### src/rtl/mul_pkg.sv
// Shared types and sizing for the sequential multiplier.
package mul_pkg;
    typedef enum logic [1:0] {IDLE, BUSY, DONE} mul_state_t;
    localparam int MUL_W    = 16;
    localparam int MUL_ITER = 16;
endpackage

### src/rtl/seq_mul_16_rca.sv
// 16-bit ripple-carry adder used as the single iteration adder of the multiplier.
module seq_mul_16_rca
    import mul_pkg::*;
(
    input  logic [MUL_W-1:0] a,
    input  logic [MUL_W-1:0] b,
    input  logic             cin,
    output logic [MUL_W-1:0] sum,
    output logic             cout
);
    logic [MUL_W:0] carry;

    assign carry[0] = cin;

    for (genvar i = 0; i < MUL_W; i++) begin : g_fa
        assign sum[i]     = a[i] ^ b[i] ^ carry[i];
        assign carry[i+1] = (a[i] & b[i]) | (carry[i] & (a[i] ^ b[i]));
    end

    assign cout = carry[MUL_W];
endmodule

### src/rtl/seq_mul_16.sv
// 16x16 unsigned shift-and-add multiplier: one add per cycle, 32-bit product over valid/ready.
//
// state | meaning
// IDLE  | waiting for operands, in_ready high
// BUSY  | 16 add/shift iterations, counted by count
// DONE  | product valid, held until out_ready
module seq_mul_16
    import mul_pkg::*;
#(
    parameter int WIDTH = MUL_W,
    parameter int CNT_W = 5
) (
    input  logic               clk,
    input  logic               reset_n,
    input  logic               flush,
    input  logic               in_valid,
    output logic               in_ready,
    input  logic [WIDTH-1:0]   multiplicand,
    input  logic [WIDTH-1:0]   multiplier,
    output logic               out_valid,
    input  logic               out_ready,
    output logic [2*WIDTH-1:0] product,
    output logic               busy
);
    if (WIDTH != 16) begin : g_bad_width
        $error("seq_mul_16: WIDTH must be 16 to match the iteration adder");
    end
    if ((2 ** CNT_W) <= WIDTH) begin : g_bad_cnt
        $error("seq_mul_16: CNT_W too narrow for WIDTH iterations");
    end

    mul_state_t       state;
    logic [WIDTH-1:0] a_q;
    logic [WIDTH-1:0] q_q;
    logic [WIDTH-1:0] m_q;
    logic [CNT_W-1:0] count;

    logic [WIDTH-1:0] add_b;
    logic [WIDTH-1:0] add_sum;
    logic             add_cout;
    logic             accept;

    assign add_b = q_q[0] ? m_q : '0;

    seq_mul_16_rca u_adder (
        .a    (a_q),
        .b    (add_b),
        .cin  (1'b0),
        .sum  (add_sum),
        .cout (add_cout)
    );

    assign in_ready  = (state == IDLE) || ((state == DONE) && out_ready);
    assign accept    = in_valid && in_ready && !flush;
    assign out_valid = (state == DONE);
    assign busy      = (state == BUSY);
    // Gate the product so stale datapath contents never leak after a flush.
    assign product   = out_valid ? {a_q, q_q} : '0;

    always_ff @(posedge clk or negedge reset_n) begin
        if (!reset_n) begin
            state <= IDLE;
            a_q   <= '0;
            q_q   <= '0;
            m_q   <= '0;
            count <= '0;
        end else if (flush) begin
            state <= IDLE;
        end else if (accept) begin
            m_q   <= multiplicand;
            q_q   <= multiplier;
            a_q   <= '0;
            count <= '0;
            state <= BUSY;
        end else begin
            case (state)
                BUSY: begin
                    // Carry-out lands in A's MSB, so the shifted pair never overflows.
                    a_q   <= {add_cout, add_sum[WIDTH-1:1]};
                    q_q   <= {add_sum[0], q_q[WIDTH-1:1]};
                    count <= count + 1'b1;
                    if (count == CNT_W'(WIDTH - 1)) begin
                        state <= DONE;
                    end
                end
                DONE: begin
                    if (out_ready) begin
                        state <= IDLE;
                    end
                end
                default: ;
            endcase
        end
    end
endmodule

### config.mk
export PLATFORM = sky130hd
export DESIGN_NAME = seq_mul_16
export DESIGN_NICKNAME = d
export VERILOG_FILES = /design/src/rtl/mul_pkg.sv /design/src/rtl/seq_mul_16_rca.sv /design/src/rtl/seq_mul_16.sv
export SDC_FILE = /design/constraint.sdc
export NUM_CORES = 1
export LEC_CHECK = 0
export ABC_CLOCK_PERIOD_IN_PS = 6300
export CORE_MARGIN = 2
export CORE_UTILIZATION = 35
export DETAILED_ROUTE_END_ITERATION = 7
export PLACE_DENSITY = 0.59
export SYNTH_ARGS = -nofsm -noshare
export SYNTH_HDL_FRONTEND = slang
export SYNTH_HIERARCHICAL = 1
export SYNTH_SLANG_ARGS = --single-unit
### constraint.sdc
create_clock -name clk -period 6.3 [get_ports clk]
set_input_delay 0.945 -clock clk [delete_from_list [all_inputs] [get_ports clk]]
set_output_delay 0.945 -clock clk [all_outputs]
set_load 0.02 [all_outputs]
==> metrics.md <==
| Metric | Value |
|---|---|
| Min-delay worst type | flop to flop |
| Worst Tran Pin Value | around 1 ns |
| Initial Utilization | 36.3% |
| Reg-to-Reg Start | m_q[0] |
| Final worst setup slack | -0.133 ns |
| Synthesized area | approximately 0.003 mm² |
| Initial antenna violation count | 0 |
| Critical Path AT | roughly 6.7 ns |
| Slew headroom | 31.3% |
| TritonCTS buffer count | 5 |
| WHS | between 0.5 and 0.6 ns |
| Quantity of I/O buffers inserted on ports | between 70 and 80 |
| Chip width | ~97 µm |
| WP data required | around 6.5 ns |
| Die height | approximately 97 µm |
| RSZ-0062 raised after global routing | yes |
| Multi-input gate area | 0.00154 mm² |
| Fin. Hold Viols | 0 |
| Post-route ant nets | 0 |
| Maximum vdd ir drop | 0.0989 mV |
| DRC errors left | 0 |
| Post-Syn Instances | 276 |
| Startpoint Class | flop |
| Filler instances | 818 |
| Routed met2 length | 2840 µm |
| Final design utilization | a little under half |
| M1 wire length | 3180 µm |
| Hold buffer count at CTS | 0 |
| CTS Buffer Depth | 2 |
| Tot GR Track Use | 14.5% |
| Syn_nets | 331 |
| HPWL after detailed placement | 4270 µm |
| P&R area growth vs syn | 30.9% |
| Min-Delay Endpoint | m_q[9] |
| First-pass GRT wire length | 10400 µm |
| TritonRoute pass-1 iters | 4 |
| Top Layer Used | met4 |
| Seq pwr share | 53.7% |
| Sink Count | 55 |
| Final setup violation count | 1 |
| WL per Instance | 14.3 µm |
| Via Count | approximately 2100 |
| GRT Residual Overflow | 0 |
| Hold path depth | 1 |
| TritonCTS clock tree | yes |
| Total Neg Setup Slack | -0.133 ns |
| Synth Register Bits | 55 |
| Sequential cell area | 0.00138 mm² |
| Synth cell types | 29 |
| Pwr Density | 232 mW/mm² |
| Failing checks | setup timing |
| Critical path class | flop to flop |
| Seq/Total Area, Yosys | 45.9% |
| Die ar. | roughly 0.0093 mm² |
| DR vias/cell | 4.80 |
| Synthesis Warnings | 6 |
| Clock tree root buffer cell | clkbuf_8 |
| Core ar. | 0.00826 mm² |
| Syn Area/Cell | 10.9 µm² |
| Setup Buffers After CTS | 0 |
| H-Tree Depth | 2 |
| CTS clk-pin slew, worst paths | 0.09 ns |
| FF-to-FF End | a_q[14] |
| P_sw | 272 µW |
| Drt total wl | between 6000 and 7000 µm |
| Layout Skew | 0.00591 ns |
| Lkg Pwr | 1.65 nW |
| Initial DRC Count | 77 |
| Nets | 398 |
| Clock power share | between 20% and 30% |
| Fin crit period | ~6.4 ns |
| IO Pins | 72 |
| Vias in the first global route | approximately 2200 |
| Hold path start | m_q[9] |
| Comb pwr share | 24.4% |
| Worst reg2reg setup slack | -0.13 ns |
| Slew Limit Fails | 0 |
| Met3 routed WL | approximately 330 µm |
| CP Max Fanout | 2 |
| Max frequency | 155 MHz |
| Switch share | between 20 and 30% |
| Largest net degree at the start of global routing | 56 |
| Final period util | 102% |
| Crit. End Element | flop |
| Worst skew pair latency | about 0.3 ns |
| R2R depth | 23 |
| GP Congestion | 0.774 |
| Share of cells above drive strength 1 | ~16% |
| Internal power | 637 µW |
| Row cnt | 33 |
| Antenna fix cells | 0 |
| MaxCap Viol Count | 0 |
| Status | finished with violations |
timing repair:
item                       CTS  global route
setup endpoints to repair    1             3
pin swaps                    0             0
resized for setup            2             6
registers in the layout, indices dropped and copies added (netlist names):
| signal | flops |
|---|---|
| q_q | 16 |
| state | 2 |
| count | 5 |
| m_q | 16 |
| a_q | 16 |
final cells by class:
type | count | share of cell area (%)
clock inverters | 1 | 0.128
multi-input cells | 192 | 39.2
flip-flops and latches | 55 | 35.1
clock buffers | 6 | 2.10
inverters | 13 | 1.24
repair buffers | 76 | 18.9
well taps | 105 | 3.35
layer usage:
layer	global-route usage, %	vias to the layer above
met1	19.8	1043
li1	-	1041
met5	0	-
met2	23.7	60
met4	3.52	0
met3	2.87	5
worst max-delay path: stages (launching register included):
cell and delay [ns]:
dfrtp_1 0.38, and2_4 0.16, fa_2 0.35, inv_2 0.06, fa_2 0.18, inv_2 0.04, fa_2 0.33, fa_2 0.36
fa_2 0.34, fa_2 0.34, fa_2 0.35, fa_2 0.35, fa_2 0.36, fa_2 0.35, fa_2 0.34, fa_2 0.35
fa_2 0.35, fa_2 0.35, fa_2 0.34, inv_2 0.06, fa_1 0.39, inv_1 0.06, nand2_1 0.05, a21oi_2 0.12
cells in the mapped netlist:
library cell   n  share of area, %
and3_1         1              0.21
a211oi_1       1              0.25
mux2_2        16               6.0
nor2b_1        3              0.63
o21ai_0        2              0.33
a211o_1        1              0.29
or3_1          2              0.42
a31o_2         1              0.29
buf_4          3              0.75
and2_1        64                13
buf_6          2              0.75
a21oi_1       19               3.2
nand2_1       34               4.3
nor3_1         1              0.17
nor2_1         5              0.63
nor3b_2        1              0.42
fa_1          16                11
nand3_1        1              0.17
dfrtp_1       55                46
nand2b_1       2              0.42
buf_2          5              0.83
xnor2_1        1              0.29
or3b_2         1              0.29
ha_1           2              0.83
clkbuf_1       6              0.75
conb_1         1              0.13
a221o_1       16               5.3
inv_1         13               1.6
nor4b_4        1              0.79
how the worst max path moves through the flow:
stage / end / startpoint / slack [ns]
final: a_q[14] / m_q[0] / -0.13
after global routing: a_q[14] / m_q[0] / -0.34
after CTS: a_q[14] / m_q[0] / -0.18
after detailed placement: a_q[14] / m_q[0] / -0.18
after global placement: a_q[14] / m_q[0] / -0.14
after floorplan: a_q[14] / q_q[0] / -0.06
power by group through the flow:
stage	Sequential (mW)	Combinational [mW]	Clock, mW
final	0.489	0.221	0.199
after global routing	0.501	0.261	0.221
after CTS	0.490	0.224	0.209
after detailed placement	0.497	0.223	0
after global placement	0.495	0.219	0
after floorplan	0.477	0.160	0
layout by cell type, fill, tap and decap left out:
master	count
a21oi_1	17
mux2_2	16
and3_1	1
nor2b_1	2
a211o_1	1
conb_1	1
nor2_1	5
nor4b_4	1
a21oi_2	2
a221o_1	16
buf_4	5
nor2b_2	1
buf_2	1
ha_1	2
fa_2	15
nand2b_1	2
inv_2	3
fa_1	1
and2_1	63
or3b_2	1
clkbuf_8	6
clkinv_2	1
nand2_1	34
nand3_1	1
clkdlybuf4s50_1	70
inv_1	10
xnor2_1	1
nor3_1	1
nor3b_4	1
dfrtp_1	55
and2_4	1
a31o_2	1
o21ai_0	2
a211oi_1	1
or3_1	2
metrics by stage:
stage,power [mW],instance area (µm²),instances,setup WS (ns)
2_1_floorplan,0.636,3030,276,-0.0565
3_3_place_gp,0.714,3820,441,-0.138
3_5_place_dp,0.720,3820,441,-0.182
4_1_cts,0.923,3910,448,-0.184
5_1_grt,0.982,3920,448,-0.340
6_report,0.909,3920,448,-0.133
cells by family (layout without fill, tap and decap cells):
logic type | count (synthesis) | in the layout | synth area share [%]
buffers and inverters | 29 | 96 | 4.72
xor gates and xnor gates | 1 | 1 | 0.292
DFF | 55 | 55 | 45.9
muxes | 16 | 16 | 6.01
adders and majority gates | 18 | 18 | 11.5
and+or+nand+nor | 116 | 116 | 21.7
other | 1 | 1 | 0.125
AOI/OAI and AO/OA | 40 | 40 | 9.68
Note: power is estimated with default switching activity, not from simulation.
